### config.mk
export PLATFORM = sky130hd
export DESIGN_NAME = timer_irq
export DESIGN_NICKNAME = d
export VERILOG_FILES = /design/src/rtl/timer_irq.sv
export SDC_FILE = /design/constraint.sdc
export NUM_CORES = 1
export LEC_CHECK = 0
export ABC_AREA = 1
export ABC_CLOCK_PERIOD_IN_PS = 6220
export BUFFER_PORTS_ARGS = -buffer_cell sky130_fd_sc_hd__buf_2
export CELL_PAD_IN_SITES_DETAIL_PLACEMENT = 0
export CELL_PAD_IN_SITES_GLOBAL_PLACEMENT = 1
export CORE_UTILIZATION = 35
export DETAILED_ROUTE_END_ITERATION = 12
export PLACE_DENSITY_LB_ADDON = 0.08
export SETUP_SLACK_MARGIN = 0.1
export SLEW_MARGIN = 20
export SYNTH_ARGS = -nofsm -noshare
export SYNTH_HDL_FRONTEND = slang
export SYNTH_SLANG_ARGS = --single-unit
### constraint.sdc
create_clock -name clk -period 6.22 [get_ports clk]
set_input_delay 1.555 -clock clk [delete_from_list [all_inputs] [get_ports clk]]
set_output_delay 1.555 -clock clk [all_outputs]
set_load 0.01 [all_outputs]
### src/rtl/timer_irq.sv
// Memory-mapped down-counter with one-shot / auto-reload modes and a maskable interrupt.
// Registers: CTRL (EN, MODE, IM), PRESET, COUNT (read-only); irq = PEND & IM.
`timescale 1ns/1ps
module timer_irq #(
   parameter int unsigned CNT_W = 32
) (
   input  logic        clk,
   input  logic        reset,
   input  logic [1:0]  addr,
   input  logic        we,
   input  logic [31:0] wdata,
   output logic [31:0] rdata,
   output logic        irq
);

   localparam logic [1:0] S_IDLE = 2'd0;
   localparam logic [1:0] S_LOAD = 2'd1;
   localparam logic [1:0] S_CNT  = 2'd2;
   localparam logic [1:0] S_INT  = 2'd3;

   localparam logic [CNT_W-1:0] ONE = CNT_W'(1);

   logic [1:0]       state;
   logic             en;
   logic [1:0]       mode;
   logic             im;
   logic [CNT_W-1:0] preset;
   logic [CNT_W-1:0] count;
   logic             pend;

   logic             wr_ctrl;
   logic             wr_preset;
   logic             en_wr;
   logic             auto_reload;
   logic             expire;

   assign wr_ctrl     = we && (addr == 2'd0);
   assign wr_preset   = we && (addr == 2'd1);
   // EN as it will stand after this edge, so LOAD/INT can leave for IDLE directly
   assign en_wr       = wr_ctrl ? wdata[0] : en;
   assign auto_reload = (mode == 2'b01);
   assign expire      = (state == S_CNT) && en && (count <= ONE);

   always_ff @(posedge clk or posedge reset) begin
      if (reset) begin
         state  <= S_IDLE;
         en     <= 1'b0;
         mode   <= 2'b00;
         im     <= 1'b0;
         preset <= '0;
         count  <= '0;
         pend   <= 1'b0;
      end else begin
         case (state)
            S_IDLE: begin
               if (en) state <= S_LOAD;
            end
            S_LOAD: begin
               count <= preset;
               pend  <= 1'b0;
               state <= en_wr ? S_CNT : S_IDLE;
            end
            S_CNT: begin
               if (!en) begin
                  state <= S_IDLE;
               end else if (count > ONE) begin
                  count <= count - ONE;
               end else begin
                  count <= '0;
                  pend  <= 1'b1;
                  state <= S_INT;
               end
            end
            S_INT: begin
               if (auto_reload) begin
                  pend  <= 1'b0;
                  state <= en_wr ? S_LOAD : S_IDLE;
               end else begin
                  en    <= 1'b0;
                  state <= S_IDLE;
               end
            end
            default: state <= S_IDLE;
         endcase

         // Placed after the FSM so a CTRL write overrides the one-shot EN clear
         if (wr_ctrl) begin
            en   <= wdata[0];
            mode <= wdata[2:1];
            im   <= wdata[3];
            if (!expire) pend <= 1'b0;
         end
         if (wr_preset) preset <= wdata[CNT_W-1:0];
      end
   end

   always_comb begin
      rdata = '0;
      case (addr)
         2'd0:    rdata = {28'd0, im, mode, en};
         2'd1:    rdata = 32'(preset);
         2'd2:    rdata = 32'(count);
         default: rdata = '0;
      endcase
   end

   assign irq = pend & im;

endmodule

==> out/results.tsv <==
stage	metric	value	unit
synthesis	synth_area_leader_cell	dfrtp_1	
min_path	min_path_cells	2	
flow_run	drv_cap	0	
synthesis	ys_ff_latch	71	
synthesis	synth_xor_area_share	1.81	%
critical_path	critPathKind	in2out	
critical_path	crit_path_end_kind	output port	
critical_path	arrival	3.11	ns
power_and_ir_drop	p_per_area	370	mW/mm2
timing	fin_skew	0.00475	ns
placed_design	routabilityCongestion	0.802	
synthesis	synth.area.mux_share	3.11	%
global_route	antenna_found_initial	0	
min_path	hold_path_class	reg2reg	
synthesis	synth_top_area_share	40.9	%
clock_tree	postCtsResizedCells	0	
synthesis	synth_edf_count	0	
clock_tree	tritoncts	yes	
placed_design	placed_cell_area	0.00481	mm2
clock_tree	root_buffer	clkbuf_16	
synthesis	synthAdderAreaFrac	0.576	%
cells_and_area	layout.nets	690	
cells_and_area	finalInstanceArea	0.00510	mm2
floorplanning	initial_core_util	36.0	%
cells_and_area	antenna_cells	0	
synthesis	synthDistinctLibCells	33	
global_route	overflow	0	
global_route	grt_max_degree	53	
clock_tree	cts_buffer_depth	2	
detailed_routing	vias	4046	
synthesis	syn_inst	589	
detailed_routing	avgRoutedWirePerCell	15.5	um
placed_design	placement.io_buffers	69	
floorplanning	die_area	0.0129	mm2
critical_path	rr_worst_depth	7	
synthesis	yosysSeqAreaShare	40.9	%
timing	slew_headroom	31.8	%
timing	rsz0062_at_grt	false	
clock_tree	clk_latency	0.34	ns
synthesis	avgSynthCellArea	7.38	um2
timing	hold_violations	0	
clock_tree	post_cts_buffers	0	
clock_tree	numCtsBuffers	9	
placed_design	hpwlAfterDp	9.12	mm
global_route	grt_pass1_vias	4105	
detailed_routing	viasPerCell	4.92	
power_and_ir_drop	p_leak	2.35	nW
timing	worstMarginPinSlew	1.02	ns
synthesis	synth.most_common_cell	nor2_1	
floorplanning	die_y	113	um
synthesis	yosysWarnings	0	
clock_tree	cts.clk_slew.worst_paths	0.06	ns
cells_and_area	multiInputGateArea	0.00218	mm2
cells_and_area	final_layout_size_suffix_gt1_share	20.2	%
synthesis	synth_top_family_by_area	simple AND/OR/NAND/NOR gates	
synthesis	synth_compound_area_share	17.0	%
timing	fmax	0.214	GHz
synthesis	synthFlopType	dfrtp_1	
detailed_routing	drc	0	
synthesis	synth_area_leaders	dfrtp_1 41%, nor2_1 8.6%, nand2_1 7.9%	
clock_tree	cts_hold_buffers	0	
floorplanning	fp.dieW	113	um
critical_path	startpoint_type	primary input	
critical_path	crit_path_max_fanout	26	
clock_tree	h-tree-depth	3	
detailed_routing	finalWirelength	12.7	mm
cells_and_area	area_delta_synth_final	17.3	%
synthesis	netlist_top_cells_count	99 x nor2_1, 91 x nand2_1, 72 x inv_1	
timing	setup_violations	0	
synthesis	synthSimpleGateAreaFrac	27.6	%
floorplanning	ios	70	
synthesis	synth_nets	628	
global_route	grt_use_total	21.6	%
detailed_routing	drt.antenna.violating_nets	0	
detailed_routing	drt-initial-drc-count	149	
synthesis	mappedNetlistArea	0.00434	mm2
cells_and_area	num-fill-cells	1304	
floorplanning	core	0.0121	mm2
floorplanning	std_cell_rows	40	
timing	tns	0	ns
timing	slew_violations	0	
global_route	grt_pass1_wl	21.3	mm
placed_design	numPlacedInstances	808	
timing	post-route-period-util	75.0	%
timing	period_minus_slack	4.66	ns
power_and_ir_drop	ir_worst_vdd	120	uV
cells_and_area	regArea	0.00178	mm2
detailed_routing	firstDrtPassIters	5	
cells_and_area	fin_cells	823	
status	status	finished clean	
critical_path	crit_required	4.66	ns
clock_tree	clkSinkCount	71	
synthesis	async_reset_ff_share	100	%
## sequential cells by signal, summed over array words and instances (netlist names)
register / count
count: 32
preset: 32
mode: 2
state: 2
pend: 1
im: 1
en: 1
## layout by cell type, fill, tap and decap left out, types with 4 or more instances in the layout
cell        n
o21ai_0    62
inv_1      71
buf_2      69
nand2_2     4
nand4_1     6
mux2_2     12
dfrtp_1    71
nand2_1    91
nor2_4     10
nor2_1     99
nor2_2      7
a21oi_1    47
xor2_1      9
o22ai_1    11
nand3_1    40
buf_4       4
clkbuf_16   9
## kinds of logic after synthesis
| kind of cell | Yosys count |
|---|---|
| compound gates | 136 |
| xor+xnor | 9 |
| fa+ha+maj | 2 |
| buf+inv | 95 |
| flops | 71 |
| mux | 12 |
| simple gates | 264 |
## critical path, stage by stage
cell      delay [ns]
buf_2           0.11
inv_2           0.16
nand2_1         0.63
o211ai_1        0.46
buf_2           0.19
## stage by stage
step	util, %	hold WS, ns	power, mW	setup WS (ns)
finish	42.3	0.513	1.88	1.56
global route	42.3	0.549	2.04	1.39
CTS	42.2	0.508	1.91	1.51
detailed placement	39.9	0.492	1.40	1.52
global placement	39.9	0.470	1.39	1.58
floorplan	-	0.453	1.19	2.24
## power by group
group	internal, mW	switching [mW]	total (mW)	leakage [nW]
Combinational	0.228	0.406	0.634	1.41
Clock	0.301	0.193	0.494	0.136
Sequential	0.603	0.152	0.755	0.797
Total	1.13	0.751	1.88	2.35
## worst paths after layout
| kind | endpoint | start | slack (ns) |
|---|---|---|---|
| max in group asynchronous | preset[24] | reset | 3.83 |
| min | preset[1] | preset[1] | 0.51 |
| min in group asynchronous | preset[4] | reset | 1.35 |
| max reg2reg | count[0] | state[0] | 3.82 |
| min reg2reg | preset[1] | preset[1] | 0.51 |
| max | rdata[3] | addr[0] | 1.56 |
## routing by layer
layer  part of all wire, %  global-route usage (%)
met2                    46                    35.4
met5                     0                       0
met3                   2.3                    3.93
met1                    49                    28.2
met4                   2.2                    8.95
## area by class of cell
type                            instances  share of cell area [%]
Clock buffer                           15                    5.45
Inverter                               73                    5.38
Timing Repair Buffer                   73                    7.37
Multi-Input combinational cell        423                    42.8
Tap cell                              168                    4.12
Sequential cell                        71                    34.9
No activity file was read; power rests on OpenSTA's default activity.
